### src/rtl/id_ex_stage.sv
// ID/EX one-entry pipeline register with operand resolution and immediate extension.
// Optional writeback bypass and stall refresh enabled by ID_EX_BYPASS_EN.
module id_ex_stage #(
   parameter int DATA_W = 32,
   parameter int CTRL_W = 8
) (
   input  logic              clk,
   input  logic              reset,
   input  logic              in_valid,
   output logic              in_ready,
   input  logic [4:0]        in_rs,
   input  logic [4:0]        in_rt,
   input  logic [4:0]        in_rd,
   input  logic [15:0]       in_imm,
   input  logic              in_zext,
   input  logic [CTRL_W-1:0] in_ctrl,
   output logic [4:0]        rf_rs,
   output logic [4:0]        rf_rt,
   input  logic [DATA_W-1:0] rf_data0,
   input  logic [DATA_W-1:0] rf_data1,
   input  logic              wb_write,
   input  logic [4:0]        wb_rd,
   input  logic [DATA_W-1:0] wb_data,
   input  logic              flush,
   output logic              out_valid,
   input  logic              out_ready,
   output logic [DATA_W-1:0] out_a,
   output logic [DATA_W-1:0] out_b,
   output logic [DATA_W-1:0] out_imm,
   output logic [4:0]        out_rs,
   output logic [4:0]        out_rt,
   output logic [4:0]        out_rd,
   output logic [CTRL_W-1:0] out_ctrl
);

   typedef enum logic {EMPTY = 1'b0, FULL = 1'b1} state_e;

   state_e state_q, state_d;

   logic [DATA_W-1:0] a_q, a_d;
   logic [DATA_W-1:0] b_q, b_d;
   logic [DATA_W-1:0] imm_q, imm_d;
   logic [4:0]        rs_q, rs_d;
   logic [4:0]        rt_q, rt_d;
   logic [4:0]        rd_q, rd_d;
   logic [CTRL_W-1:0] ctrl_q, ctrl_d;

   logic              capture;
   logic              drain;
   logic              byp_a, byp_b;
   logic              upd_a, upd_b;
   logic [DATA_W-1:0] op_a, op_b;
   logic [DATA_W-1:0] imm_ext;

   assign rf_rs    = in_rs;
   assign rf_rt    = in_rt;
   assign in_ready = !out_valid || out_ready;
   assign capture  = in_valid && in_ready && !flush;
   assign drain    = out_valid && out_ready;

`ifdef ID_EX_BYPASS_EN
   logic wb_hit;
   assign wb_hit = wb_write && (wb_rd != 5'd0);
   assign byp_a  = wb_hit && (wb_rd == in_rs);
   assign byp_b  = wb_hit && (wb_rd == in_rt);
   // Refresh a stalled operand so it never goes stale behind a writeback
   assign upd_a  = out_valid && !out_ready && !flush
                   && wb_hit && (wb_rd == rs_q);
   assign upd_b  = out_valid && !out_ready && !flush
                   && wb_hit && (wb_rd == rt_q);
`else
   logic unused_wb;
   assign unused_wb = ^{wb_write, wb_rd, wb_data};
   assign byp_a     = 1'b0;
   assign byp_b     = 1'b0;
   assign upd_a     = 1'b0;
   assign upd_b     = 1'b0;
`endif

   always_comb begin
      op_a = rf_data0;
      if (in_rs == 5'd0) op_a = '0;
      else if (byp_a)    op_a = wb_data;
      op_b = rf_data1;
      if (in_rt == 5'd0) op_b = '0;
      else if (byp_b)    op_b = wb_data;
   end

   assign imm_ext = {{(DATA_W-16){in_imm[15] & ~in_zext}}, in_imm};

   always_ff @(posedge clk) begin
      if (!reset) state_q <= EMPTY;
      else        state_q <= state_d;
   end

   // flush dominates, then capture, then drain
   always_comb begin
      state_d = state_q;
      unique case (state_q)
         EMPTY: if (!flush && capture) state_d = FULL;
         FULL: begin
            if (flush)         state_d = EMPTY;
            else if (capture)  state_d = FULL;
            else if (drain)    state_d = EMPTY;
         end
         default: state_d = EMPTY;
      endcase
   end

   always_comb begin
      out_valid = (state_q == FULL);
   end

   always_comb begin
      a_d    = a_q;
      b_d    = b_q;
      imm_d  = imm_q;
      rs_d   = rs_q;
      rt_d   = rt_q;
      rd_d   = rd_q;
      ctrl_d = ctrl_q;
      if (capture) begin
         a_d    = op_a;
         b_d    = op_b;
         imm_d  = imm_ext;
         rs_d   = in_rs;
         rt_d   = in_rt;
         rd_d   = in_rd;
         ctrl_d = in_ctrl;
      end else begin
         if (upd_a) a_d = wb_data;
         if (upd_b) b_d = wb_data;
      end
   end

   always_ff @(posedge clk) begin
      if (!reset) begin
         a_q    <= '0;
         b_q    <= '0;
         imm_q  <= '0;
         rs_q   <= '0;
         rt_q   <= '0;
         rd_q   <= '0;
         ctrl_q <= '0;
      end else begin
         a_q    <= a_d;
         b_q    <= b_d;
         imm_q  <= imm_d;
         rs_q   <= rs_d;
         rt_q   <= rt_d;
         rd_q   <= rd_d;
         ctrl_q <= ctrl_d;
      end
   end

   assign out_a    = a_q;
   assign out_b    = b_q;
   assign out_imm  = imm_q;
   assign out_rs   = rs_q;
   assign out_rt   = rt_q;
   assign out_rd   = rd_q;
   assign out_ctrl = ctrl_q;

endmodule

### config.mk
export PLATFORM = sky130hd
export DESIGN_NAME = id_ex_stage
export DESIGN_NICKNAME = d
export VERILOG_FILES = /design/src/rtl/id_ex_stage.sv
export SDC_FILE = /design/constraint.sdc
export NUM_CORES = 1
export LEC_CHECK = 0
export ABC_AREA = 1
export BUFFER_PORTS_ARGS = -buffer_cell sky130_fd_sc_hd__buf_2
export CORE_ASPECT_RATIO = 1.75
export CORE_MARGIN = 2
export CORE_UTILIZATION = 39
export CTS_CLUSTER_DIAMETER = 100
export DETAILED_ROUTE_END_ITERATION = 8
export PLACE_DENSITY = 0.78
export SYNTH_ARGS = -nofsm -noshare
export SYNTH_HDL_FRONTEND = slang
export SYNTH_SLANG_ARGS = --single-unit
### constraint.sdc
create_clock -name clk -period 1.11 [get_ports clk]
set_clock_uncertainty 0.1 [all_clocks]
set_input_delay 0.111 -clock clk [delete_from_list [all_inputs] [get_ports clk]]
set_output_delay 0.111 -clock clk [all_outputs]
set_load 0.01 [all_outputs]
==> impl_metrics.yaml <==
setup_path:
  cp.arrival_ns: 1.39
  crit_required_ns: 1.28
  crit_path_max_fanout: 22
  crit_type: "flop to flop"
  crit_path_start_kind: "flop"
  cp-end-kind: "flop"
placement:
  port_buffers: 239
  gp_congestion: 0.799
  pre_cts_ws_ns: -0.108
  dpl.hpwl_um: 8640
clock_network:
  clk_pin_slew_ns: 0.07
  cts_tree: "done"
  htreeDepth: 3
  clk_latency_ns: 0.34
  clk_path_buf_depth: 2
  root_buffer: "clkbuf_16"
  cts_sinks: 105
  cts_buffers: 9
drt:
  ant_nets: 0
  vias: 5038
  drtIter0Drc: 130
  vias_per_cell: 4.67
  wl_per_cell_um: 14.3
  drc_errors: 0
  drt_pass1_iterations: 4
  postRouteWirelength_um: 15500
synth:
  avgSynthCellArea_um2: 7.46
  synth_top_area_share_pct: 45.1
  ys_seq_elements: 105
  syn_inst: 625
  synth_nets: 772
  yosysTopAreaCell: "dfxtp_1"
  syn_area_mm2: 0.00466
  synth_cell_types: 17
  synth-xor-area-share_pct: 0
  ys_top_cells_by_area: "dfxtp_1, nand2_1, a21oi_2"
  yosysWarnings: 0
  synth_simple_gate_area_share_pct: 23.2
  synth_top_family_by_area: "simple AND/OR/NAND/NOR gates"
  synth_compound_area_share_pct: 16.2
  synthAdderAreaFrac_pct: 0
  yosysSeqAreaShare_pct: 45.1
  synthMuxAreaShare_pct: 0
final_layout:
  drive_above_1_share_pct: 36.9
  area_growth_pct: 57.7
  finalNetCount: 1086
  fin_util_pct: 63.1
  antenna_cells: 0
global_route:
  grt_pass1_wl_um: 23900
  grt_max_degree: 59
  antenna_found_initial: 0
  grtUsageTotal_pct: 23.7
  grt_pass1_vias: 5056
  grt_overflow: 0
floorplanning:
  die_x_um: 86.7
  io-pin-count: 278
  core-area_mm2: 0.0116
  fp.dieH_um: 149
  die_area_mm2: 0.0129
  fp-row-count: 52
  initial_core_util_pct: 40.0
outcome:
  outcome: "finished with violations"
  violations: "negative setup slack"
pwr:
  p_sw_share_pct: 28.0
  p_int_mw: 6.52
  p_comb_share_pct: 22.1
  power_density_mw_per_mm2: 1230
  cellLeakagePower_nw: 3.87
  clock_power_share_pct: 32.1
  seqPwrFrac_pct: 45.9
  peakVddDrop_mv: 0.713
  power.switching_mw: 2.54
flow_run:
  cap_violations: 0
timing:
  drv_slew: 0
  layout_min_cycle_time_ns: 1.22
  setup_violations: 121
  fmax_ghz: 0.820
  rsz0062_at_grt: "true"
  hold_violations: 0
  worst_pin_slew_ns: 0.262
  relSlewSlack_pct: 82.6
  setup_ws_ns: -0.110
  fin_crit_sh_pct: 110
worst_hold_path:
  hold_class: "input pin to flop"
==> per-layer routing <==
layer	share of wire, %	track usage, %
met3	5.0	4.88
met5	0	0
met2	54	43.7
met1	36	23.5
met4	5.3	14.1
==> critical path: stages (launching register included) <==
cell and delay [ns]:
dfxtp_4 0.35, nand2_4 0.09, nand2_8 0.11, inv_12 0.12, buf_12 0.17, nor2_2 0.06
nor2_1 0.12
==> what timing repair did <==
item | CTS | global route
pin swaps | 16 | 11
gates cloned | 3 | 1
resized for setup | 23 | 15
endpoints found under the hold margin | 105 | 0
buffers inserted | 3 | 1
setup endpoints to repair | 121 | 121
hold buffers | 105 | 0
==> kinds of logic (layout without fill, tap and decap cells) <==
family                 after synthesis  count (layout)
and+or+nand+nor                    282             282
buffers and inverters              133             451
AOI/OAI and AO/OA                  105             105
DFF                                105             105
==> final timing paths <==
kind / from / endpoint / slack [ns] / cells past startpoint
setup reg to reg: out_valid / out_rs[0] / -0.11 / 6
setup / recovery: out_valid / out_rs[0] / -0.11 / 6
hold / removal: in_valid / out_valid / 0.10 / 4
hold reg to reg: out_imm[15] / out_imm[15] / 0.38 / 2
==> power groups by stage <==
| stage | Sequential (mW) | Combinational [mW] | Clock, mW |
|---|---|---|---|
| 4_1_cts | 4.15 | 1.94 | 3.02 |
| 5_1_grt | 4.18 | 2.19 | 3.13 |
| 3_3_place_gp | 4.22 | 1.53 | 0 |
| 6_report | 4.16 | 2.00 | 2.90 |
| 2_1_floorplan | 4.36 | 0.834 | 0 |
| 3_5_place_dp | 4.23 | 1.55 | 0 |
==> layout make-up <==
class	count	area (µm²)
flip-flops and latches	105	2110
well taps	135	169
multi-input cells	387	1890
clock buffers	11	233
fillers	916	4290
clock inverters	4	31.3
inverters	69	272
repair buffers	367	2650
==> state kept, by name (all words and copies together) (netlist names) <==
signal	cells
out_a	32
out_b	32
out_imm	17
out_ctrl	8
out_rd	5
out_rs	5
out_rt	5
out_valid	1
==> placed cells by master, fill, tap and decap left out, drive strengths merged <==
cell	n
nand3b	2
dlygate4sd3	105
a21oi	66
dfxtp	105
buf	261
nor2	82
o21ai	38
a211oi	1
clkinvlp	3
inv	69
clkbuf	12
clkinv	1
nand2	196
nand3	2
==> Yosys cell counts (all sizes together) <==
master,n
a211oi,1
a21oi,66
buf,50
clkbuf,14
dfxtp,105
inv,69
nand2,196
nand3,2
nand3b,2
nor2,82
o21ai,38
==> stage by stage <==
stage | hold slack, ns | area (µm²) | TNS [ns] | power (mW) | std cells
after detailed placement | 0.226 | 5810 | -7.58 | 5.78 | 951
after global placement | 0.221 | 5810 | -5.36 | 5.75 | 951
after floorplan | 0.0797 | 4680 | -2.62 | 5.20 | 625
after global routing | 0.104 | 7350 | -12.87 | 9.50 | 1078
after CTS | 0.0569 | 7320 | -6.61 | 9.10 | 1077
final | 0.101 | 7350 | -5.88 | 9.06 | 1078
Power figures use the tool's default switching activity.
